`src/rtl/uart_mmio_if.sv`:
```
// ============================================================================
// Module   : uart_mmio_if
// Purpose  : CPU data-memory handshake seen by the UART register block. It is
//            the same addr/ce/we/data/sel/data_o set the RAM wrapper uses.
// Ports    : ce_i    access strobe, one cycle per access
//            we_i    1 = write, 0 = read
//            addr_i  byte address (only [3:2] decoded by the UART)
//            data_i  write data
//            sel_i   byte enables (only [0] honoured by the UART)
//            data_o  read data, combinational from addr_i
// Revision : 1.0  initial release
// ============================================================================
`default_nettype none

interface uart_mmio_if;
  logic        ce_i;
  logic        we_i;
  logic [31:0] addr_i;
  logic [31:0] data_i;
  logic [3:0]  sel_i;
  logic [31:0] data_o;

  modport master (output ce_i, we_i, addr_i, data_i, sel_i, input data_o);
  modport slave  (input ce_i, we_i, addr_i, data_i, sel_i, output data_o);
endinterface

`default_nettype wire

```
`src/rtl/uart_mmio.sv`:
```
// ============================================================================
// Module   : uart_mmio
// Purpose  : Memory-mapped UART with TX/RX FIFOs, sticky error flags and a
//            level interrupt.
//            Register map by addr_i[3:2]:
//              0 DATA   write pushes TX byte / read pops RX byte
//              1 STATUS {rx_count[15:8], tx_idle, tx_overflow, frame_err,
//                        rx_overrun, rx_avail, tx_ready}; bits 2..4 W1C
//              2 CTRL   {tx_int_en, rx_int_en}
//              3        reads 0, writes ignored
// Ports    : clk    core clock
//            rst_n  asynchronous active-low reset
//            bus    CPU register handshake (slave side)
//            int_o  registered level interrupt
//            txd    serial out, idle high
//            rxd    serial in, asynchronous
// Revision : 1.0  initial release
// ============================================================================
`default_nettype none

module uart_mmio #(
  parameter int CLK_FREQ   = 25000000,
  parameter int BAUD       = 9600,
  parameter int FIFO_DEPTH = 16
) (
  input  wire logic    clk,
  input  wire logic    rst_n,
  uart_mmio_if.slave   bus,
  output logic         int_o,
  output logic         txd,
  input  wire logic    rxd
);

  localparam int c_DIV   = CLK_FREQ / BAUD;
  localparam int c_CNT_W = $clog2(c_DIV + 1);
  localparam int c_PTR_W = $clog2(FIFO_DEPTH);
  localparam int c_FCW   = c_PTR_W + 1;
  localparam logic [c_CNT_W-1:0] c_BIT_LAST  = c_CNT_W'(c_DIV - 1);
  localparam logic [c_CNT_W-1:0] c_HALF_LAST = c_CNT_W'(c_DIV / 2 - 1);
  localparam logic [c_FCW-1:0]   c_FULL      = c_FCW'(FIFO_DEPTH);

  typedef enum logic [1:0] {S_IDLE = 2'd0, S_START = 2'd1, S_DATA = 2'd2, S_STOP = 2'd3} state_t;

  // ---------------- bus decode ----------------
  logic [1:0] w_addr;
  logic       w_wr;
  assign w_addr = bus.addr_i[3:2];
  assign w_wr   = bus.ce_i & bus.we_i & bus.sel_i[0];

  logic w_unused_bits;
  assign w_unused_bits = &{1'b0, bus.addr_i[31:4], bus.addr_i[1:0], bus.data_i[31:8], bus.sel_i[3:1]};

  // ---------------- state declarations ----------------
  logic [7:0]         r_tx_mem [FIFO_DEPTH];
  logic [c_PTR_W-1:0] r_tx_wr, r_tx_rd;
  logic [c_FCW-1:0]   r_tx_count;
  logic [7:0]         r_rx_mem [FIFO_DEPTH];
  logic [c_PTR_W-1:0] r_rx_wr, r_rx_rd;
  logic [c_FCW-1:0]   r_rx_count;

  state_t             r_tx_state, r_rx_state;
  logic [c_CNT_W-1:0] r_tx_cnt, r_rx_cnt;
  logic [2:0]         r_tx_bit, r_rx_bit;
  logic [7:0]         r_tx_shift, r_rx_shift;
  logic               r_txd, r_rx_s1, r_rx_s2;
  logic               r_rx_overrun, r_frame_err, r_tx_overflow;
  logic [1:0]         r_ctrl;
  logic               r_int;

  // ---------------- FIFO control ----------------
  logic w_tx_empty, w_tx_full, w_rx_empty, w_rx_full;
  logic w_tx_push_req, w_tx_push, w_tx_pop, w_tx_drop;
  logic w_rx_pop, w_rx_stop_sample, w_rx_push, w_rx_overrun_set, w_frame_err_set;
  logic w_tx_idle;

  assign w_tx_empty = (r_tx_count == '0);
  assign w_tx_full  = (r_tx_count == c_FULL);
  assign w_rx_empty = (r_rx_count == '0);
  assign w_rx_full  = (r_rx_count == c_FULL);

  // The shifter takes the next byte either from idle or at the last cycle of a
  // stop bit, so back-to-back frames have no idle gap.
  assign w_tx_pop = ~w_tx_empty &
                    ((r_tx_state == S_IDLE) ||
                     (r_tx_state == S_STOP && r_tx_cnt == c_BIT_LAST));
  assign w_tx_push_req = w_wr & (w_addr == 2'd0);
  // A full FIFO still accepts a byte when a pop frees a slot in the same cycle.
  assign w_tx_push = w_tx_push_req & (~w_tx_full | w_tx_pop);
  assign w_tx_drop = w_tx_push_req & w_tx_full & ~w_tx_pop;
  assign w_tx_idle = w_tx_empty & (r_tx_state == S_IDLE);

  assign w_rx_pop         = bus.ce_i & ~bus.we_i & (w_addr == 2'd0) & ~w_rx_empty;
  assign w_rx_stop_sample = (r_rx_state == S_STOP) && (r_rx_cnt == c_BIT_LAST);
  assign w_rx_push        = w_rx_stop_sample & r_rx_s2 & (~w_rx_full | w_rx_pop);
  assign w_rx_overrun_set = w_rx_stop_sample & r_rx_s2 & w_rx_full & ~w_rx_pop;
  assign w_frame_err_set  = w_rx_stop_sample & ~r_rx_s2;

  // Storage carries no reset; emptiness is defined by the pointers alone.
  always_ff @(posedge clk) begin
    if (w_tx_push) r_tx_mem[r_tx_wr] <= bus.data_i[7:0];
    if (w_rx_push) r_rx_mem[r_rx_wr] <= r_rx_shift;
  end

  always_ff @(posedge clk or negedge rst_n) begin
    if (!rst_n) begin
      r_tx_wr <= '0; r_tx_rd <= '0; r_tx_count <= '0;
      r_rx_wr <= '0; r_rx_rd <= '0; r_rx_count <= '0;
    end else begin
      if (w_tx_push) r_tx_wr <= r_tx_wr + 1'b1;
      if (w_tx_pop)  r_tx_rd <= r_tx_rd + 1'b1;
      if (w_tx_push && !w_tx_pop)      r_tx_count <= r_tx_count + 1'b1;
      else if (!w_tx_push && w_tx_pop) r_tx_count <= r_tx_count - 1'b1;
      if (w_rx_push) r_rx_wr <= r_rx_wr + 1'b1;
      if (w_rx_pop)  r_rx_rd <= r_rx_rd + 1'b1;
      if (w_rx_push && !w_rx_pop)      r_rx_count <= r_rx_count + 1'b1;
      else if (!w_rx_push && w_rx_pop) r_rx_count <= r_rx_count - 1'b1;
    end
  end

  // ---------------- TX FSM ----------------
  always_ff @(posedge clk or negedge rst_n) begin
    if (!rst_n) begin
      r_tx_state <= S_IDLE; r_tx_cnt <= '0; r_tx_bit <= '0;
      r_tx_shift <= '0;     r_txd    <= 1'b1;
    end else begin
      case (r_tx_state)
        S_IDLE: begin
          if (w_tx_pop) begin
            r_tx_shift <= r_tx_mem[r_tx_rd];
            r_tx_cnt   <= '0;
            r_txd      <= 1'b0;
            r_tx_state <= S_START;
          end
        end
        S_START: begin
          if (r_tx_cnt == c_BIT_LAST) begin
            r_tx_cnt   <= '0;
            r_tx_bit   <= '0;
            r_txd      <= r_tx_shift[0];
            r_tx_state <= S_DATA;
          end else r_tx_cnt <= r_tx_cnt + 1'b1;
        end
        S_DATA: begin
          if (r_tx_cnt == c_BIT_LAST) begin
            r_tx_cnt <= '0;
            if (r_tx_bit == 3'd7) begin
              r_txd      <= 1'b1;
              r_tx_state <= S_STOP;
            end else begin
              r_tx_bit   <= r_tx_bit + 1'b1;
              r_tx_shift <= r_tx_shift >> 1;
              r_txd      <= r_tx_shift[1];
            end
          end else r_tx_cnt <= r_tx_cnt + 1'b1;
        end
        S_STOP: begin
          if (r_tx_cnt == c_BIT_LAST) begin
            r_tx_cnt <= '0;
            if (w_tx_pop) begin
              r_tx_shift <= r_tx_mem[r_tx_rd];
              r_txd      <= 1'b0;
              r_tx_state <= S_START;
            end else r_tx_state <= S_IDLE;
          end else r_tx_cnt <= r_tx_cnt + 1'b1;
        end
        default: r_tx_state <= S_IDLE;
      endcase
    end
  end

  // ---------------- RX synchronizer + FSM ----------------
  // After the half-bit wait in START every later sample lands mid-bit.
  always_ff @(posedge clk or negedge rst_n) begin
    if (!rst_n) begin
      r_rx_s1 <= 1'b1; r_rx_s2 <= 1'b1;
      r_rx_state <= S_IDLE; r_rx_cnt <= '0; r_rx_bit <= '0; r_rx_shift <= '0;
    end else begin
      r_rx_s1 <= rxd;
      r_rx_s2 <= r_rx_s1;
      case (r_rx_state)
        S_IDLE: begin
          if (!r_rx_s2) begin
            r_rx_cnt   <= '0;
            r_rx_state <= S_START;
          end
        end
        S_START: begin
          if (r_rx_cnt == c_HALF_LAST) begin
            r_rx_cnt <= '0;
            r_rx_bit <= '0;
            r_rx_state <= r_rx_s2 ? S_IDLE : S_DATA;
          end else r_rx_cnt <= r_rx_cnt + 1'b1;
        end
        S_DATA: begin
          if (r_rx_cnt == c_BIT_LAST) begin
            r_rx_cnt   <= '0;
            r_rx_shift <= {r_rx_s2, r_rx_shift[7:1]};
            if (r_rx_bit == 3'd7) r_rx_state <= S_STOP;
            else                  r_rx_bit   <= r_rx_bit + 1'b1;
          end else r_rx_cnt <= r_rx_cnt + 1'b1;
        end
        S_STOP: begin
          if (w_rx_stop_sample) begin
            r_rx_cnt   <= '0;
            r_rx_state <= S_IDLE;
          end else r_rx_cnt <= r_rx_cnt + 1'b1;
        end
        default: r_rx_state <= S_IDLE;
      endcase
    end
  end

  // ---------------- control / status ----------------
  logic w_st_wr;
  assign w_st_wr = w_wr & (w_addr == 2'd1);

  // A new error event wins over a simultaneous write-1-to-clear.
  always_ff @(posedge clk or negedge rst_n) begin
    if (!rst_n) begin
      r_rx_overrun <= 1'b0; r_frame_err <= 1'b0; r_tx_overflow <= 1'b0;
      r_ctrl <= '0; r_int <= 1'b0;
    end else begin
      r_rx_overrun  <= w_rx_overrun_set | (r_rx_overrun  & ~(w_st_wr & bus.data_i[2]));
      r_frame_err   <= w_frame_err_set  | (r_frame_err   & ~(w_st_wr & bus.data_i[3]));
      r_tx_overflow <= w_tx_drop        | (r_tx_overflow & ~(w_st_wr & bus.data_i[4]));
      if (w_wr && w_addr == 2'd2) r_ctrl <= bus.data_i[1:0];
      r_int <= (r_ctrl[0] & ~w_rx_empty) | (r_ctrl[1] & w_tx_idle);
    end
  end

  always_comb begin
    bus.data_o = '0;
    case (w_addr)
      2'd0: if (!w_rx_empty) bus.data_o = {24'b0, r_rx_mem[r_rx_rd]};
      2'd1: bus.data_o = {16'b0, 8'(r_rx_count), 2'b0, w_tx_idle, r_tx_overflow,
                          r_frame_err, r_rx_overrun, ~w_rx_empty, ~w_tx_full};
      2'd2: bus.data_o = {30'b0, r_ctrl};
      default: bus.data_o = '0;
    endcase
  end

  assign int_o = r_int;
  assign txd   = r_txd;

endmodule

`default_nettype wire

```
`src/flat_wrapper.sv`:
```
// flat-port wrapper written by rule: the top's interface ports become plain ports
module uart_mmio_flat 
#(
  parameter int CLK_FREQ   = 25000000,
  parameter int BAUD       = 9600,
  parameter int FIFO_DEPTH = 16
)
  (clk, rst_n, int_o, txd, rxd, bus_ce_i, bus_we_i, bus_addr_i, bus_data_i, bus_sel_i, bus_data_o);
  uart_mmio_if bus_i ();
  input  wire logic clk;
  input  wire logic rst_n;
  output logic int_o;
  output logic txd;
  input  wire logic rxd;
  input wire logic [$bits(bus_i.ce_i)-1:0] bus_ce_i;
  input wire logic [$bits(bus_i.we_i)-1:0] bus_we_i;
  input wire logic [$bits(bus_i.addr_i)-1:0] bus_addr_i;
  input wire logic [$bits(bus_i.data_i)-1:0] bus_data_i;
  input wire logic [$bits(bus_i.sel_i)-1:0] bus_sel_i;
  output wire logic [$bits(bus_i.data_o)-1:0] bus_data_o;
  assign bus_i.ce_i = bus_ce_i;
  assign bus_i.we_i = bus_we_i;
  assign bus_i.addr_i = bus_addr_i;
  assign bus_i.data_i = bus_data_i;
  assign bus_i.sel_i = bus_sel_i;
  assign bus_data_o = bus_i.data_o;
  uart_mmio #(.CLK_FREQ(CLK_FREQ), .BAUD(BAUD), .FIFO_DEPTH(FIFO_DEPTH)) u_core (.clk(clk), .rst_n(rst_n), .bus(bus_i), .int_o(int_o), .txd(txd), .rxd(rxd));
endmodule
```
`config.mk`:
```
export PLATFORM = sky130hd
export DESIGN_NAME = uart_mmio_flat
export DESIGN_NICKNAME = d
export VERILOG_FILES = /design/src/rtl/uart_mmio_if.sv /design/src/rtl/uart_mmio.sv /design/src/flat_wrapper.sv
export SDC_FILE = /design/constraint.sdc
export NUM_CORES = 1
export LEC_CHECK = 0
export ABC_AREA = 1
export BUFFER_PORTS_ARGS = -buffer_cell sky130_fd_sc_hd__buf_2
export CAP_MARGIN = 20
export CORE_UTILIZATION = 45
export DETAILED_ROUTE_END_ITERATION = 8
export PLACE_DENSITY_LB_ADDON = 0.1
export SLEW_MARGIN = 5
export SYNTH_ARGS = -nofsm -noshare
export SYNTH_HDL_FRONTEND = slang
export SYNTH_SLANG_ARGS = --single-unit
```
`constraint.sdc`:
```
create_clock -name clk -period 6.43 [get_ports clk]
set_clock_uncertainty 0.15 [all_clocks]
set_input_delay 0.3215 -clock clk [delete_from_list [all_inputs] [get_ports clk]]
set_output_delay 0.3215 -clock clk [all_outputs]
set_load 0.03 [all_outputs]
```
==> impl_metrics.env <==
export IMPL_outcome="complete, no violations"
export IMPL_fin_util_pct=51.7
export IMPL_cpMostUsedCell="nand2_1"
export IMPL_detail_route_antenna_nets=0
export IMPL_initial_core_util_pct=46.2
export IMPL_placed_area_mm2=0.0162
export IMPL_setup_viol=0
export IMPL_rsz0062_at_grt="no"
export IMPL_worstSkewPairLatency_ns=0.52
export IMPL_synth_edf_count=256
export IMPL_worst_path_largest_cell_delay_ns=0.55
export IMPL_fmaxAchievable_ghz=0.274
export IMPL_dp_cells=1999
export IMPL_leakage_nw=7.61
export IMPL_fin_crit_sh_pct=56.7
export IMPL_areaGrowthSynthToFinish_pct=11.8
export IMPL_die_area_mm2=0.0355
export IMPL_cap_violations=0
export IMPL_crit_path_cell_trace="buf_4, inv_2, buf_16, nor2_1, nor2_1, o21ai_0, o211ai_1, nand3_1, nand2_1, nand2_1, nand2_1, buf_2"
export IMPL_yosysUniqueCellTypes=46
export IMPL_cts_buffer_depth=3
export IMPL_overflow=0
export IMPL_grt_pass1_vias=10200
export IMPL_synth_top_area_share_pct=49.1
export IMPL_r2r_end="u_core.r_rx_count[4]"
export IMPL_power_density_mw_per_mm2=321
export IMPL_routed_via_density=5.08
export IMPL_slew_violations=0
export IMPL_gp_congestion=0.830
export IMPL_grt_usage_pct=20.5
export IMPL_post_place_ws_ns=3.15
export IMPL_setup_ws_ns=2.79
export IMPL_cts_tree="done"
export IMPL_end_kind="output pin"
export IMPL_die_x_um=189
export IMPL_cts_made_buffers=39
export IMPL_clk_root_buffer_cell="clkbuf_16"
export IMPL_synth_area_leaders="edfxtp_1, dfrtp_1, nand2_1"
export IMPL_maxSlewHeadroom_pct=41.1
export IMPL_synthArstFlopShare_pct=24.9
export IMPL_dr_pass1_iters=5
export IMPL_wirelength_um=35700
export IMPL_vias=10500
export IMPL_wl_per_cell_um=17.2
export IMPL_slowest_stage="buf_4"
export IMPL_drive_gt1_share_pct=8.73
export IMPL_post_cts_setup_buffer_count=0
export IMPL_num_rows=67
export IMPL_cp_start_kind="register"
export IMPL_final_min_clock_period_ns=3.64
export IMPL_grt_first_pass_wirelength_um=56600
export IMPL_crit_end="bus_data_o[3]"
export IMPL_whs_ns=0.0252
export IMPL_reg2reg_depth=14
export IMPL_die_h_um=189
export IMPL_syn_inst=1560
export IMPL_critical_path_class="reg -> out"
export IMPL_ys_ff_latch=341
export IMPL_cp_max_fo=72
export IMPL_io_buffers=30
export IMPL_core_mm2=0.0339
export IMPL_path_clk_slew_ns=0.06
export IMPL_hold_path_class="in -> reg"
export IMPL_final_area_mm2=0.0175
export IMPL_synth_most_common_cell="nand2_1"
export IMPL_ios=107
export IMPL_antenna_cells=0
export IMPL_dp_hpwl_um=22000
export IMPL_hold_viol=0
export IMPL_h_tree_depth=2
export IMPL_avgSynthCellArea_um2=10.0
export IMPL_grt_max_degree=73
export IMPL_syn_cell_area_mm2=0.0157
export IMPL_yosys_warnings=0
export IMPL_worst_pin_slew_ns=0.878
export IMPL_cts_sinks=341
export IMPL_drtIter0Drc=687
export IMPL_fin_nets=1702
export IMPL_cp_arrival_ns=3.17
export IMPL_crit_start="u_core.r_rx_rd[0]"
export IMPL_ys_seq_area_share_pct=62.7
export IMPL_synth_flop_cell="edfxtp_1"
export IMPL_finalSetupTns_ns=0
export IMPL_peakVddDrop_uv=251
export IMPL_total_power_mw=5.62
export IMPL_yosys_area_top_type="edfxtp_1"
export IMPL_ff2ff_setup_slack_ns=3.25
export IMPL_reg2reg_from="u_core.r_rx_count[1]"
export IMPL_antenna_found_initial=0
export IMPL_critPathRequiredTime_ns=5.96
export IMPL_stdcell_count=2074
export IMPL_drc_errors=0
export IMPL_synthTopCellsByCount="nand2_1, edfxtp_1, inv_1"
==> how the worst min path moves through the flow <==
stage	startpoint	to	slack (ns)	depth (start not counted)
3_3_place_gp	rst_n	u_core.r_rx_wr[1]	0.18	1
5_1_grt	bus_we_i	u_core.r_rx_rd[3]	0.06	4
4_1_cts	bus_we_i	u_core.r_rx_rd[2]	0.008	4
2_1_floorplan	rst_n	asynchronous set/reset pin	-0.12	0
6_report	bus_we_i	u_core.r_rx_rd[2]	0.03	4
3_5_place_dp	rst_n	u_core.r_rx_wr[1]	0.19	1
==> routing by layer <==
| layer | GRT usage, % | vias up | routed length (µm) |
|---|---|---|---|
| met1 | 26.7 | 5037 | 15800 |
| met5 | 0 | - | 0 |
| met2 | 35.5 | 202 | 17600 |
| li1 | - | 5230 | - |
| met4 | 6.98 | 0 | 1070 |
| met3 | 2.27 | 58 | 1250 |
==> area by class of cell <==
| type | instances | area, µm² |
|---|---|---|
| fill | 3010 | 16400 |
| sequential | 341 | 9820 |
| clock inverter | 15 | 164 |
| inverter | 184 | 692 |
| tap | 448 | 561 |
| timing repair buffer | 52 | 345 |
| clock buffer | 56 | 1090 |
| multi-input combinational | 978 | 4830 |
==> report_power, final <==
group	switching, mW	internal (mW)	total (mW)
sequential	0.0593	2.42	2.48
clock	0.868	1.30	2.17
combinational	0.673	0.294	0.967
total	1.60	4.02	5.62
==> flip-flops by register name (all words and copies together) (netlist names), 2 cells and up, named ones only <==
signal / cells
u_core.r_rx_mem: 128
u_core.r_tx_wr: 4
u_core.r_tx_mem: 128
u_core.r_ctrl: 2
u_core.r_tx_count: 5
u_core.r_rx_count: 5
u_core.r_rx_cnt: 12
u_core.r_tx_rd: 4
u_core.r_rx_shift: 8
u_core.r_tx_state: 2
u_core.r_tx_shift: 8
u_core.r_rx_rd: 4
u_core.r_tx_cnt: 12
u_core.r_rx_wr: 4
u_core.r_rx_bit: 3
u_core.r_tx_bit: 3
==> cells in the final DEF, fill, tap and decap left out, drive strengths merged, types with 21 or more instances in the layout <==
cell type  count
buf           49
nand2        369
nor3          21
ha            31
inv          183
dfrtp         82
edfxtp       256
nor2         159
nand3        157
o21ai        126
clkbuf        56
==> critical path, delay by kind of cell, from the launching register on <==
family / cells / cell delay (ns)
buf+inv: 4 / 1.52
simple gates: 6 / 0.48
flops: 1 / 0.34
compound gates: 2 / 0.24
==> what timing repair did <==
item,in CTS,in global routing
hold buffers,3,0
endpoints found under the hold margin,38,0
gates resized for setup,0,0
==> logic make-up after synthesis <==
| kind of cell | Yosys count | share of synthesized area (%) |
|---|---|---|
| and+or+nand+nor | 719 | 19.8 |
| AOI/OAI and AO/OA | 182 | 6.45 |
| adders and majority gates | 33 | 2.73 |
| xor gates and xnor gates | 25 | 1.40 |
| other | 1 | 0.0239 |
| DFF | 341 | 62.7 |
| buffers and inverters | 259 | 6.94 |
Note: power is estimated with default switching activity, not from simulation.
